File: src/rtl/ghost_motion.sv
// Ghost motion engine: steps one pixel per move tick along a tile grid.
// Optional macro GHOST_TUNNEL_WRAP_EN wraps x between X_MIN and X_MAX.
module ghost_motion #(
    parameter logic [10:0] START_X    = 11'd320,
    parameter logic [9:0]  START_Y    = 10'd240,
    parameter int          TILE       = 16,
    parameter logic [10:0] X_MIN      = 11'd0,
    parameter logic [10:0] X_MAX      = 11'd624,
    parameter int          CATCH_DIST = 8
) (
    input  logic        clk,
    input  logic        rst,
    input  logic        move_tick,
    input  logic        freeze,
    input  logic [3:0]  move_direction,
    input  logic [3:0]  valid_moves,
    input  logic [10:0] pacman_pos_x,
    input  logic [9:0]  pacman_pos_y,
    output logic [10:0] ghost_pos_x,
    output logic [9:0]  ghost_pos_y,
    output logic [3:0]  prev_direction,
    output logic        tile_arrive,
    output logic        caught
);

    localparam int SW = (TILE > 2) ? $clog2(TILE) : 1;

    localparam logic [1:0] S_IDLE   = 2'd0;
    localparam logic [1:0] S_MOVE   = 2'd1;
    localparam logic [1:0] S_CAUGHT = 2'd2;

    localparam logic [3:0] DIR_R = 4'b0001;
    localparam logic [3:0] DIR_U = 4'b0010;
    localparam logic [3:0] DIR_D = 4'b0100;
    localparam logic [3:0] DIR_L = 4'b1000;

    localparam logic [10:0] CDX = 11'(CATCH_DIST);
    localparam logic [9:0]  CDY = 10'(CATCH_DIST);

    logic [1:0]    state_q, state_d;
    logic [10:0]   x_q, x_d;
    logic [9:0]    y_q, y_d;
    logic [3:0]    dir_q, dir_d;
    logic [SW-1:0] step_q, step_d;
    logic          tile_q, tile_d;
    logic          caught_q, caught_d;

    logic [3:0]    dir_sel;
    logic [SW-1:0] step_inc;
    logic [10:0]   dx;
    logic [9:0]    dy;
    logic          catch_hit;
    logic          qual;
    logic          adv;

    assign qual     = move_tick & ~freeze;
    assign step_inc = step_q + 1'b1;

    // Distance to pacman per axis, always larger minus smaller.
    always_comb begin
        dx = (x_q >= pacman_pos_x) ? (x_q - pacman_pos_x)
                                   : (pacman_pos_x - x_q);
        dy = (y_q >= pacman_pos_y) ? (y_q - pacman_pos_y)
                                   : (pacman_pos_y - y_q);
        catch_hit = (dx < CDX) && (dy < CDY);
    end

    // Direction for this tick: new requests only count on a tile boundary.
    always_comb begin
        dir_sel = dir_q;
        if (step_q == '0) begin
            if ($onehot(move_direction) &&
                ((move_direction & valid_moves) != 4'b0000)) begin
                dir_sel = move_direction;
            end else if ((dir_q & valid_moves) != 4'b0000) begin
                dir_sel = dir_q;
            end else begin
                dir_sel = 4'b0000;
            end
        end
    end

    // Next-state: catch check first, then one pixel step on a live tick.
    always_comb begin
        state_d  = state_q;
        x_d      = x_q;
        y_d      = y_q;
        dir_d    = dir_q;
        step_d   = step_q;
        tile_d   = 1'b0;
        caught_d = caught_q;
        adv      = 1'b0;
        case (state_q)
            S_CAUGHT: begin
                caught_d = 1'b1;
            end
            S_IDLE, S_MOVE: begin
                if ((state_q == S_MOVE) && catch_hit) begin
                    state_d  = S_CAUGHT;
                    caught_d = 1'b1;
                end else if (qual) begin
                    state_d = S_MOVE;
                    dir_d   = dir_sel;
                    case (dir_sel)
                        DIR_R: begin
                            if (x_q >= X_MAX) begin
`ifdef GHOST_TUNNEL_WRAP_EN
                                x_d = X_MIN;
                                adv = 1'b1;
`else
                                dir_d = 4'b0000;
`endif
                            end else begin
                                x_d = x_q + 11'd1;
                                adv = 1'b1;
                            end
                        end
                        DIR_L: begin
                            if (x_q <= X_MIN) begin
`ifdef GHOST_TUNNEL_WRAP_EN
                                x_d = X_MAX;
                                adv = 1'b1;
`else
                                dir_d = 4'b0000;
`endif
                            end else begin
                                x_d = x_q - 11'd1;
                                adv = 1'b1;
                            end
                        end
                        DIR_D: begin
                            y_d = y_q + 10'd1;
                            adv = 1'b1;
                        end
                        DIR_U: begin
                            y_d = y_q - 10'd1;
                            adv = 1'b1;
                        end
                        default: begin
                            adv = 1'b0;
                        end
                    endcase
                    if (adv) begin
                        step_d = step_inc;
                        tile_d = (step_inc == '0);
                    end
                end
            end
            default: begin
                state_d = S_IDLE;
            end
        endcase
    end

    // State registers with synchronous active-low reset.
    always_ff @(posedge clk) begin
        if (!rst) begin
            state_q  <= S_IDLE;
            x_q      <= START_X;
            y_q      <= START_Y;
            dir_q    <= 4'b0000;
            step_q   <= '0;
            tile_q   <= 1'b0;
            caught_q <= 1'b0;
        end else begin
            state_q  <= state_d;
            x_q      <= x_d;
            y_q      <= y_d;
            dir_q    <= dir_d;
            step_q   <= step_d;
            tile_q   <= tile_d;
            caught_q <= caught_d;
        end
    end

    assign ghost_pos_x    = x_q;
    assign ghost_pos_y    = y_q;
    assign prev_direction = dir_q;
    assign tile_arrive    = tile_q;
    assign caught         = caught_q;

endmodule

File: config.mk
export PLATFORM = sky130hd
export DESIGN_NAME = ghost_motion
export DESIGN_NICKNAME = d
export VERILOG_FILES = /design/src/rtl/ghost_motion.sv
export SDC_FILE = /design/constraint.sdc
export NUM_CORES = 1
export LEC_CHECK = 0
export BUFFER_PORTS_ARGS = -buffer_cell sky130_fd_sc_hd__buf_4
export CAP_MARGIN = 10
export CORE_MARGIN = 2
export CORE_UTILIZATION = 55
export CTS_BUF_LIST = sky130_fd_sc_hd__clkbuf_8 sky130_fd_sc_hd__clkbuf_16
export DETAILED_ROUTE_END_ITERATION = 6
export PLACE_DENSITY = 0.73
export SYNTH_ARGS = -nofsm -noshare
export SYNTH_HDL_FRONTEND = slang
export SYNTH_SLANG_ARGS = --single-unit
export TNS_END_PERCENT = 30
File: constraint.sdc
create_clock -name clk -period 5.9 [get_ports clk]
set_clock_uncertainty 0.2 [all_clocks]
set_input_delay 0.59 -clock clk [delete_from_list [all_inputs] [get_ports clk]]
set_output_delay 0.59 -clock clk [all_outputs]
set_load 0.05 [all_outputs]
==> flow_summary.ini <==
[run_status]
status = finished clean

[cts]
cts_hold_repair.buffers = 0
cts_resized = 0
cts_setup_buffers = 0
htreeDepth = 2
cts_tree = built
cts-root-buf = clkbuf_8
max-clock-path-buffers = 2
clock_latency_ns = 0.28
clock_sinks = 33
clkSlewWorstSetupHoldPaths_ns = 0.06
cts-buffers-inserted = 5

[placed_design]
gp_congestion = 0.8667
hpwl_um = 7869
placement.io_buffers = 59
place_ws_ns = 0.5037

[sta]
drv_slew = 0
fin_ws_ns = 0.7753
rsz0062_at_grt = no
hold_viol_final = 0
slew_headroom = 0.2600
setup_viol = 0
tns_ns = 0
fin_crit_ns = 5.125
worst_pin_slew_ns = 1.110
fmax_ghz = 0.1951
post-route-period-util = 0.8686

[layout]
drive_gt1_frac = 0.1451
fin_nets = 683
areaGrowthSynthToFinish_pct = 14.39
antenna_cells = 0

[drt]
drt_iter0_drc = 130
drt_pass1_iterations = 4
drc_errors = 0
antenna_left = 0
via_per_inst = 5.822
wire_per_inst_um = 14.64
wl_um = 10030
num_vias = 3988

[worst_setup_path]
cp.required_ns = 5.91
cp.arrival_ns = 5.13
r2r_cells = 16
critPathKind = in -> reg
startpoint_type = input pin
crit_fanout = 10
worstSetupEndpointType = register

[yosys]
synth.area.top_cells = ha_1 19%, dfxtp_1 16%, a21oi_1 7.1%
synth_warnings = 0
yosys.area.top_type = ha_1
yosysMostFrequentCell = ha_1
postSynth.asyncResetShare = 0
syn_area_per_cell_um2 = 7.528
yosys_register_bits = 33
synth.top_cell.area_share = 0.1888
syn_area_um2 = 4043
syn_nets = 634
synth_cell_types = 68
synth_common_cells = 61 x ha_1, 60 x inv_1, 57 x a21oi_1
ys_dominant_reg_cell = dfxtp_1
synth-edff-count = 0
syn-instance-count = 537
seq_area_frac_synth = 0.1634

[power]
p_per_area_nw_per_um2 = 155.3
worst_ir_drop_vdd_uv = 100.1
leakagePower_uw = 0.002175

[floorplanning]
ios = 60
dieArea_um2 = 8052
die-height_um = 89.74
die_w_um = 89.74
initial_utilization = 0.5634
rows = 31
core-area_um2 = 7176

[global_route]
grt_first_pass_wirelength_um = 17370
overflow = 0
grt_pass1_vias = 3862
grt_util_all_layers = 0.2494
grt_max_degree = 29
antenna_found_initial = 0

[run]
drv_cap = 0

[min_path]
min_path_cells = 2
hold_class = reg -> reg
worst max-delay path, cell delays in order:
cell and delay (ns):
buf_4 0.10, inv_1 0.05, fa_1 0.52, inv_1 0.04, ha_1 0.17, ha_1 0.30
a2111oi_4 0.32, o211ai_2 0.19, a22oi_2 0.27, nand2_1 0.16, nor2_1 0.14, buf_4 0.19
ha_1 0.24, a21o_1 0.17, a21oi_1 0.21, o21ai_0 0.17, o41ai_1 0.40, o21ai_0 0.19
xnor2_1 0.16, or4_1 0.40, a21oi_1 0.14
registers in the layout, summed over array words and instances (netlist names):
name,cells
caught,1
ghost_pos_x,11
ghost_pos_y,10
prev_direction,4
state_q,2
step_q,4
tile_arrive,1
stage by stage:
stage               hold WS [ns]    util  total power, µW  instances  area [µm²]
floorplan                 0.2518       -            475.5        537        4043
global placement          0.2779  0.6324            545.2        678        4538
detailed placement        0.2777  0.6324            551.0        678        4538
CTS                       0.3015  0.6445            720.1        685        4624
global route              0.3203  0.6445            766.7        685        4624
finish                    0.2979  0.6445            718.1        685        4624
path summary, 6_finish.rpt:
check,start,slack [ns],end
min reg2reg,step_q[2],0.30,tile_arrive
max reg2reg,prev_direction[1],1.77,ghost_pos_y[9]
min,step_q[2],0.30,tile_arrive
max,move_direction[0],0.78,ghost_pos_y[9]
report_power, final:
| part | switching (µW) | internal [µW] | leakage (µW) |
|---|---|---|---|
| logic | 179 | 129 | 0.00186 |
| registers | 12.3 | 230 | 0.000267 |
| clock network | 77.5 | 90.7 | 0.0000485 |
cell families (layout without fill, tap and decap cells):
family | count (synthesis) | count (layout) | synth area share
flip-flops | 33 | 33 | 0.1634
AO/OA/AOI/OAI | 167 | 167 | 0.2764
adder cells (fa/ha/maj) | 64 | 64 | 0.2037
multiplexers | 10 | 10 | 0.02538
buffers and inverters | 79 | 128 | 0.07861
XOR/XNOR | 27 | 27 | 0.05850
AND/OR/NAND/NOR | 157 | 157 | 0.1941
cells in the final DEF, fill, tap and decap left out, types with 3 or more instances in the layout:
| cell type | netlist | routed |
|---|---|---|
| a211o_1 | 3 | 3 |
| a31oi_1 | 3 | 3 |
| fa_1 | 3 | 3 |
| a211oi_1 | 6 | 6 |
| and3_1 | 3 | 3 |
| nor3_1 | 12 | 12 |
| o21a_1 | 4 | 4 |
| nand2_1 | 38 | 38 |
| nor4_1 | 8 | 8 |
| ha_1 | 61 | 61 |
| or4_1 | 4 | 4 |
| nand3_1 | 24 | 24 |
| nor2b_1 | 6 | 6 |
| o211ai_1 | 5 | 5 |
| nand2b_1 | 6 | 6 |
| xor2_1 | 13 | 13 |
| a22oi_1 | 4 | 4 |
| o21ai_1 | 12 | 12 |
| o21bai_1 | 4 | 4 |
| dfxtp_1 | 33 | 33 |
| clkbuf_8 | 0 | 6 |
| o31a_1 | 3 | 3 |
| o21ai_0 | 24 | 24 |
| xnor2_1 | 14 | 14 |
| mux2i_1 | 8 | 8 |
| a21o_1 | 10 | 10 |
| buf_4 | 1 | 61 |
| nor2_1 | 35 | 35 |
| nand4_1 | 4 | 4 |
| o31ai_1 | 4 | 4 |
| nand4b_1 | 3 | 3 |
| inv_1 | 60 | 61 |
| a21oi_1 | 57 | 57 |
area by class of cell:
| cell class | instances | area (µm²) |
|---|---|---|
| Sequential cell | 33 | 660.6 |
| Tap cell | 99 | 123.9 |
| Fill cell | 621 | 2551 |
| Inverter | 60 | 225.2 |
| Clock buffer | 6 | 82.58 |
| Clock inverter | 1 | 3.754 |
| Multi-Input combinational cell | 425 | 3070 |
| Timing Repair Buffer | 61 | 457.9 |
routing by layer:
metal	up-vias	GRT usage	wire length (µm)
met5	-	0	0
met4	0	0.06795	123
met3	12	0.03018	468
met2	111	0.4331	4751
met1	1835	0.3280	4684
li1	2030	-	-
Note: power is estimated with default switching activity, not from simulation.
